$ cat src/rtl/pwd_stream_pkg.sv
// Shared definitions for the password symbol stream (transmitter and receiver).
// Holds the symbol and buffer geometry, the transmitter state encoding and the frame length rule.
package pwd_stream_pkg;

  localparam int SYM_W   = 6;
  localparam int MAX_LEN = 16;
  localparam int LEN_W   = $clog2(MAX_LEN + 1);
  localparam int IDX_W   = $clog2(MAX_LEN);

  typedef enum logic [1:0] {
    IDLE = 2'd0,
    SEND = 2'd1,
    DONE = 2'd2
  } tx_state_t;

  // A frame must carry at least one symbol and fit in the buffer.
  function automatic logic len_ok(input logic [LEN_W-1:0] l);
    return (l != '0) && (l <= LEN_W'(MAX_LEN));
  endfunction

endpackage

$ cat src/rtl/pwd_stream_tx_if.sv
// Symbol stream bundle between the transmitter (master) and its consumer (slave).
// A symbol moves on a rising edge where m_valid && m_ready; m_data/m_last are stable while m_valid waits.
interface pwd_stream_tx_if;
  import pwd_stream_pkg::*;

  logic             m_valid;
  logic             m_ready;
  logic [SYM_W-1:0] m_data;
  logic             m_last;

  modport master (output m_valid, output m_data, output m_last, input m_ready);
  modport slave  (input m_valid, input m_data, input m_last, output m_ready);

endinterface

$ cat src/rtl/pwd_sym_buf.sv
// MAX_LEN x SYM_W symbol register file: one write port, one combinational read port.
// Every entry is cleared by the asynchronous reset.
module pwd_sym_buf
  import pwd_stream_pkg::*;
(
  input  logic             clk,
  input  logic             reset,
  input  logic             wr_en_i,
  input  logic [IDX_W-1:0] wr_addr_i,
  input  logic [SYM_W-1:0] wr_data_i,
  input  logic [IDX_W-1:0] rd_addr_i,
  output logic [SYM_W-1:0] rd_data_o
);

  logic [SYM_W-1:0] mem_q [MAX_LEN];
  logic             addr_ok;

  // Out-of-range addresses only exist when MAX_LEN is not a power of two.
  assign addr_ok = ({1'b0, wr_addr_i} < (IDX_W + 1)'(MAX_LEN));

  always_ff @(posedge clk or negedge reset) begin
    if (!reset) begin
      for (int i = 0; i < MAX_LEN; i++) begin
        mem_q[i] <= '0;
      end
    end else if (wr_en_i && addr_ok) begin
      mem_q[wr_addr_i] <= wr_data_i;
    end
  end

  assign rd_data_o = mem_q[rd_addr_i];

endmodule

$ cat src/rtl/pwd_stream_tx.sv
// Password symbol transmitter: buffers host-written symbols and, on start, streams
// buf[0..len-1] with a last flag, then pulses done. Bad lengths are refused with err.
module pwd_stream_tx
  import pwd_stream_pkg::*;
(
  input  logic             clk,
  input  logic             reset,
  input  logic             wr_en,
  input  logic [IDX_W-1:0] wr_addr,
  input  logic [SYM_W-1:0] wr_data,
  input  logic             start,
  input  logic [LEN_W-1:0] len,
  pwd_stream_tx_if.master  m,
  output logic             busy,
  output logic             done,
  output logic             err,
  output tx_state_t        dbg_state
);

  tx_state_t        state_q, state_d;
  logic [IDX_W-1:0] idx_q, idx_d;
  logic [LEN_W-1:0] len_q, len_d;
  logic             done_q, done_d;
  logic             err_q, err_d;
  logic [SYM_W-1:0] rd_data;
  logic             is_last;
  logic             buf_wr_en;

  // The frame is immutable while it is being sent.
  assign buf_wr_en = wr_en && (state_q != SEND);

  pwd_sym_buf u_buf (
    .clk       (clk),
    .reset     (reset),
    .wr_en_i   (buf_wr_en),
    .wr_addr_i (wr_addr),
    .wr_data_i (wr_data),
    .rd_addr_i (idx_q),
    .rd_data_o (rd_data)
  );

  assign is_last = ({1'b0, idx_q} == (len_q - LEN_W'(1)));

  always_ff @(posedge clk or negedge reset) begin
    if (!reset) begin
      state_q <= IDLE;
      idx_q   <= '0;
      len_q   <= '0;
      done_q  <= 1'b0;
      err_q   <= 1'b0;
    end else begin
      state_q <= state_d;
      idx_q   <= idx_d;
      len_q   <= len_d;
      done_q  <= done_d;
      err_q   <= err_d;
    end
  end

  always_comb begin
    state_d = state_q;
    idx_d   = idx_q;
    len_d   = len_q;
    err_d   = 1'b0;
    case (state_q)
      IDLE: begin
        if (start) begin
          if (len_ok(len)) begin
            state_d = SEND;
            len_d   = len;
            idx_d   = '0;
          end else begin
            err_d = 1'b1;
          end
        end
      end
      SEND: begin
        if (m.m_ready) begin
          if (is_last) begin
            state_d = DONE;
          end else begin
            idx_d = idx_q + IDX_W'(1);
          end
        end
      end
      DONE: begin
        state_d = IDLE;
        idx_d   = '0;
      end
      default: begin
        state_d = IDLE;
        idx_d   = '0;
      end
    endcase
    // DONE lasts exactly one cycle, so entering it is the done pulse.
    done_d = (state_d == DONE);
  end

  always_comb begin
    m.m_valid = (state_q == SEND);
    m.m_data  = (state_q == SEND) ? rd_data : '0;
    m.m_last  = (state_q == SEND) && is_last;
    busy      = (state_q != IDLE);
    done      = done_q;
    err       = err_q;
    dbg_state = state_q;
  end

endmodule
$ cat src/flat_wrapper.sv
// flat-port wrapper written by rule: the top's interface ports become plain ports
module pwd_stream_tx_flat import pwd_stream_pkg::*;
  (clk, reset, wr_en, wr_addr, wr_data, start, len, busy, done, err, dbg_state, m_m_valid, m_m_data, m_m_last, m_m_ready);
  pwd_stream_tx_if m_i ();
  input  logic clk;
  input  logic reset;
  input  logic wr_en;
  input  logic [IDX_W-1:0] wr_addr;
  input  logic [SYM_W-1:0] wr_data;
  input  logic start;
  input  logic [LEN_W-1:0] len;
  output logic busy;
  output logic done;
  output logic err;
  output tx_state_t dbg_state;
  output wire logic [$bits(m_i.m_valid)-1:0] m_m_valid;
  output wire logic [$bits(m_i.m_data)-1:0] m_m_data;
  output wire logic [$bits(m_i.m_last)-1:0] m_m_last;
  input wire logic [$bits(m_i.m_ready)-1:0] m_m_ready;
  assign m_m_valid = m_i.m_valid;
  assign m_m_data = m_i.m_data;
  assign m_m_last = m_i.m_last;
  assign m_i.m_ready = m_m_ready;
  pwd_stream_tx u_core (.clk(clk), .reset(reset), .wr_en(wr_en), .wr_addr(wr_addr), .wr_data(wr_data), .start(start), .len(len), .m(m_i), .busy(busy), .done(done), .err(err), .dbg_state(dbg_state));
endmodule
$ cat config.mk
export PLATFORM = sky130hd
export DESIGN_NAME = pwd_stream_tx_flat
export DESIGN_NICKNAME = d
export VERILOG_FILES = /design/src/rtl/pwd_stream_pkg.sv /design/src/rtl/pwd_stream_tx_if.sv /design/src/rtl/pwd_sym_buf.sv /design/src/rtl/pwd_stream_tx.sv /design/src/flat_wrapper.sv
export SDC_FILE = /design/constraint.sdc
export NUM_CORES = 1
export LEC_CHECK = 0
export CAP_MARGIN = 0
export CORE_MARGIN = 10
export CORE_UTILIZATION = 40
export DETAILED_ROUTE_END_ITERATION = 16
export PLACE_DENSITY = 0.69
export SYNTH_ARGS = -nofsm -noshare
export SYNTH_HDL_FRONTEND = slang
export SYNTH_HIERARCHICAL = 1
export SYNTH_SLANG_ARGS = --single-unit
$ cat constraint.sdc
create_clock -name clk -period 2.85 [get_ports clk]
set_input_delay 0.57 -clock clk [delete_from_list [all_inputs] [get_ports clk]]
set_output_delay 0.57 -clock clk [all_outputs]
set_load 0.1 [all_outputs]
==> results of run 1 <==
area by class of cell:
class | instances | area (µm²) | share of cell area (%)
Multi-Input combinational cell | 224 | 2430 | 38.7
Timing Repair Buffer | 51 | 588 | 9.37
Sequential cell | 109 | 2730 | 43.5
Clock inverter | 6 | 62.6 | 0.997
Inverter | 5 | 22.5 | 0.359
Clock buffer | 9 | 225 | 3.59
Tap cell | 172 | 215 | 3.43
placed cells by master (no fill, tap or decap), drive strengths merged:
master         Yosys  routed
nand2             11      11
nor3               8       8
nor2b              3       3
nand3b             4       4
buf                6      31
a21o               2       2
a2111oi            1       1
o21ai              4       4
clkinvlp           0       1
nand2b             5       5
ha                 2       2
mux2             101     101
a221oi             1       1
or3                4       4
or2                1       1
a211oi             1       1
o31a               1       1
and4bb             1       1
clkdlybuf4s50      0      18
nand3              3       3
mux2i              1       1
clkinv             0       3
and2              10      10
nor3b              1       1
xnor2              4       4
xor2               2       2
inv                5       6
dfrtp            109     109
nor4               3       3
mux4              24      24
bufinv             0       1
nand4b             1       1
a22oi             13      13
clkbuf            11      11
or4                1       1
o21a               1       1
a21oi              2       2
nor2               8       8
worst paths after layout:
path / to / slack [ps] / depth (start not counted)
worst min register to register: u_core/u_buf/mem_q[66] / 500 / 1
max in group asynchronous: u_core/u_buf/mem_q[16] / 1850 / 2
min in group clk: u_core/u_buf/mem_q[66] / 500 / 1
worst max register to register: u_core/u_buf/mem_q[8] / 460 / 5
worst min-delay path: u_core/u_buf/mem_q[72] / 230 / 1
worst max-delay path: m_m_data[3] / 90 / 6
metal layers:
| metal | up-vias | track usage, % | wire (µm) |
|---|---|---|---|
| li1 | 1407 | - | - |
| met1 | 1629 | 16.6 | 5170 |
| met2 | 69 | 22.5 | 5970 |
| met3 | 12 | 3.81 | 601 |
| met4 | 0 | 3.87 | 159 |
| met5 | - | 0 | 0 |
worst max-delay path, cell delays in order (launching register included):
cell and delay [ps]:
dfrtp_2 460, buf_12 180, mux4_2 540, a22oi_1 230, nand2_1 70, and2_2 200
buf_12 170
stage by stage:
stage	worst slack, ps	cell area [µm²]
finish	87.9	6280
floorplan	126	5240
CTS	6.90	6210
global route	-2.91	6280
global placement	242	5920
detailed placement	154	5920
cell families (layout without fill, tap and decap cells):
group           Yosys count  count (layout)
simple gates             64              64
buf+inv                  22              71
mux                     126             126
compound gates           26              26
flops                   109             109
fa+ha+maj                 2               2
xor+xnor                  6               6
registers in the layout, indices dropped and copies added, names as in the netlist:
name and cells:
u_core/u_buf/mem_q 96, u_core/dbg_state 2, u_core/done 1, u_core/err 1, u_core/len_q 5, u_core/idx_q 4
power breakdown:
| group | switching (mW) | internal (mW) | total [mW] |
|---|---|---|---|
| Clock | 0.559 | 0.679 | 1.24 |
| Sequential | 0.351 | 2.12 | 2.47 |
| Combinational | 1.57 | 1.42 | 2.99 |
| Total | 2.48 | 4.22 | 6.70 |
synth_stat cells (2+ instances only):
| cell | count |
|---|---|
| dfrtp_1 | 109 |
| mux2_2 | 98 |
| mux4_2 | 24 |
| a22oi_1 | 12 |
| clkbuf_1 | 11 |
| nand2_1 | 11 |
| and2_1 | 10 |
| nor2_1 | 8 |
| inv_1 | 5 |
| nand2b_1 | 5 |
| nor3_2 | 5 |
| buf_2 | 4 |
| nand3b_1 | 4 |
| or3_1 | 4 |
| xnor2_1 | 4 |
| mux2_1 | 3 |
| nand3_1 | 3 |
| nor2b_1 | 3 |
| nor3_1 | 3 |
| a21o_1 | 2 |
| buf_1 | 2 |
| ha_1 | 2 |
| nor4_2 | 2 |
| o21ai_0 | 2 |
| o21ai_1 | 2 |
| xor2_1 | 2 |
==> impl_metrics.yaml, run 1 <==
outcome:
  status: "finished clean"
pwr:
  power.total_mw: 6.70
  power_per_cell_area_nw_per_um2: 1070
  power.leakage_nw: 2.78
  power.ir.vdd_worst_uv: 965
synth:
  ys_types: 41
  synth-compound-area-share_pct: 4.56
  ys.flop_type: "dfrtp_1"
  syn-num-nets: 377
  synthSimpleGateAreaFrac_pct: 7.61
  syn-cell-area_um2: 5220
  number_of_flops_mapped_to_enable_cells_by_yosys: 0
  netlist_instances: 355
  muxShareOfSynthArea_pct: 32.4
  ys_ff_latch: 109
  share_of_synthesized_registers_carrying_an_async_set_or_reset_pct: 100
  postSynthAreaPerCell_um2: 14.7
  synth_area_leader_cell: "dfrtp_1"
  synth-seq-area-share_pct: 52.3
  synthAdderAreaFrac_pct: 0.480
  post_synthesis_xor_xnor_area_fraction_pct: 1.01
  synthesis.yosys.warnings: 6
  synth_area_leaders: "dfrtp_1, mux2_2, mux4_2, a22oi_1, and2_1"
  main_combinational_cell_family_by_area_after_synthesis: "multiplexers"
  synth.top_cell.area_share_pct: 52.3
floorplanning:
  die_h_um: 134
  core_region_area_um2: 12700
  dieWidth_um: 134
  initial_utilization_pct: 41.2
  floorplan.die_area_um2: 18000
  ios: 33
  fp-row-count: 41
clock_network:
  cts_made_buffers: 9
  worst_skew_pair.late_latency_ps: 350
  cts_hold_buf: 0
  ctsRootBufferMaster: "clkbuf_16"
  postCtsSetupBuffers: 0
  cts_tree: "yes"
  clockBufferDepth: 2
  clkSinkCount: 109
  post_cts.resized_instances: 0
  clkSlewWorstSetupHoldPaths_ps: 70
  clock_tree.htree_level_count: 3
routing:
  ant_nets: 0
  drt-pass1-iter-count: 4
  detail_route.drc_violations: 0
  finalWirelength_mm: 11.9
  route.vias.total: 3117
  via_per_inst: 5.41
  routedWlPerCell_um: 20.7
  drc_marker_count_from_the_first_detailed_route_iteration: 212
timing:
  finalCritPeriodShare_pct: 96.9
  timing.final.setup_violations: 0
  timing.fmax_mhz: 362
  tightest_pin_transition_ps: 762
  fin_skew_ps: 8.53
  worst_slew_margin_rel_pct: 49.0
  timing.setup.tns_ps: 0
  final-hold-violation-count: 0
  final_max_slew_viol_count: 0
  holdWs_ps: 234
  finalCriticalPeriod_ps: 2760
placement:
  place_inst: 559
  place.detailed.hpwl_mm: 7.94
  portBuffers: 32
  routabilityCongestion: 0.846
cells_and_area:
  nNetsFinal: 422
  final_cell_count_without_fillers: 576
  final_layout_size_suffix_gt1_share_pct: 48.8
  n_antenna_cell: 0
  layout.filler_cells: 1108
  finalCoreUtilization_pct: 49.5
  layout-area-overhead-vs-synth_pct: 20.4
setup_path:
  critical_path.endpoint_type: "output pin"
  worstPathMaxFanout: 8
  setup.worst_path.class: "reg -> out"
  worstSetupStartpointType: "flop"
  critPathRequiredTime_ps: 2280
  cp_data_arrival_time_ps: 2190
  crit_path_start: "u_core/idx_q[0]"
  timing.rr.start: "u_core/dbg_state[1]"
global_routing:
  grt_overflow_total: 0
  grt_pass1_vias: 3424
  largest_net_degree_at_the_start_of_global_routing: 65
  antenna_found_initial: 0
  grt_usage_pct: 13.5
  grt_first_pass_wirelength_mm: 19.0
worst_hold_path:
  worstHoldPathType: "in -> async"
flow_run:
  max-cap-violations: 0
Note: power is estimated with default switching activity, not from simulation.
==> run 2, diff against run 1 <==
Settings changed: CTS_CLUSTER_SIZE from default to 24.
==> results of run 2 <==
Same layout as run 1: the final DEF is identical, and so are final timing and power.
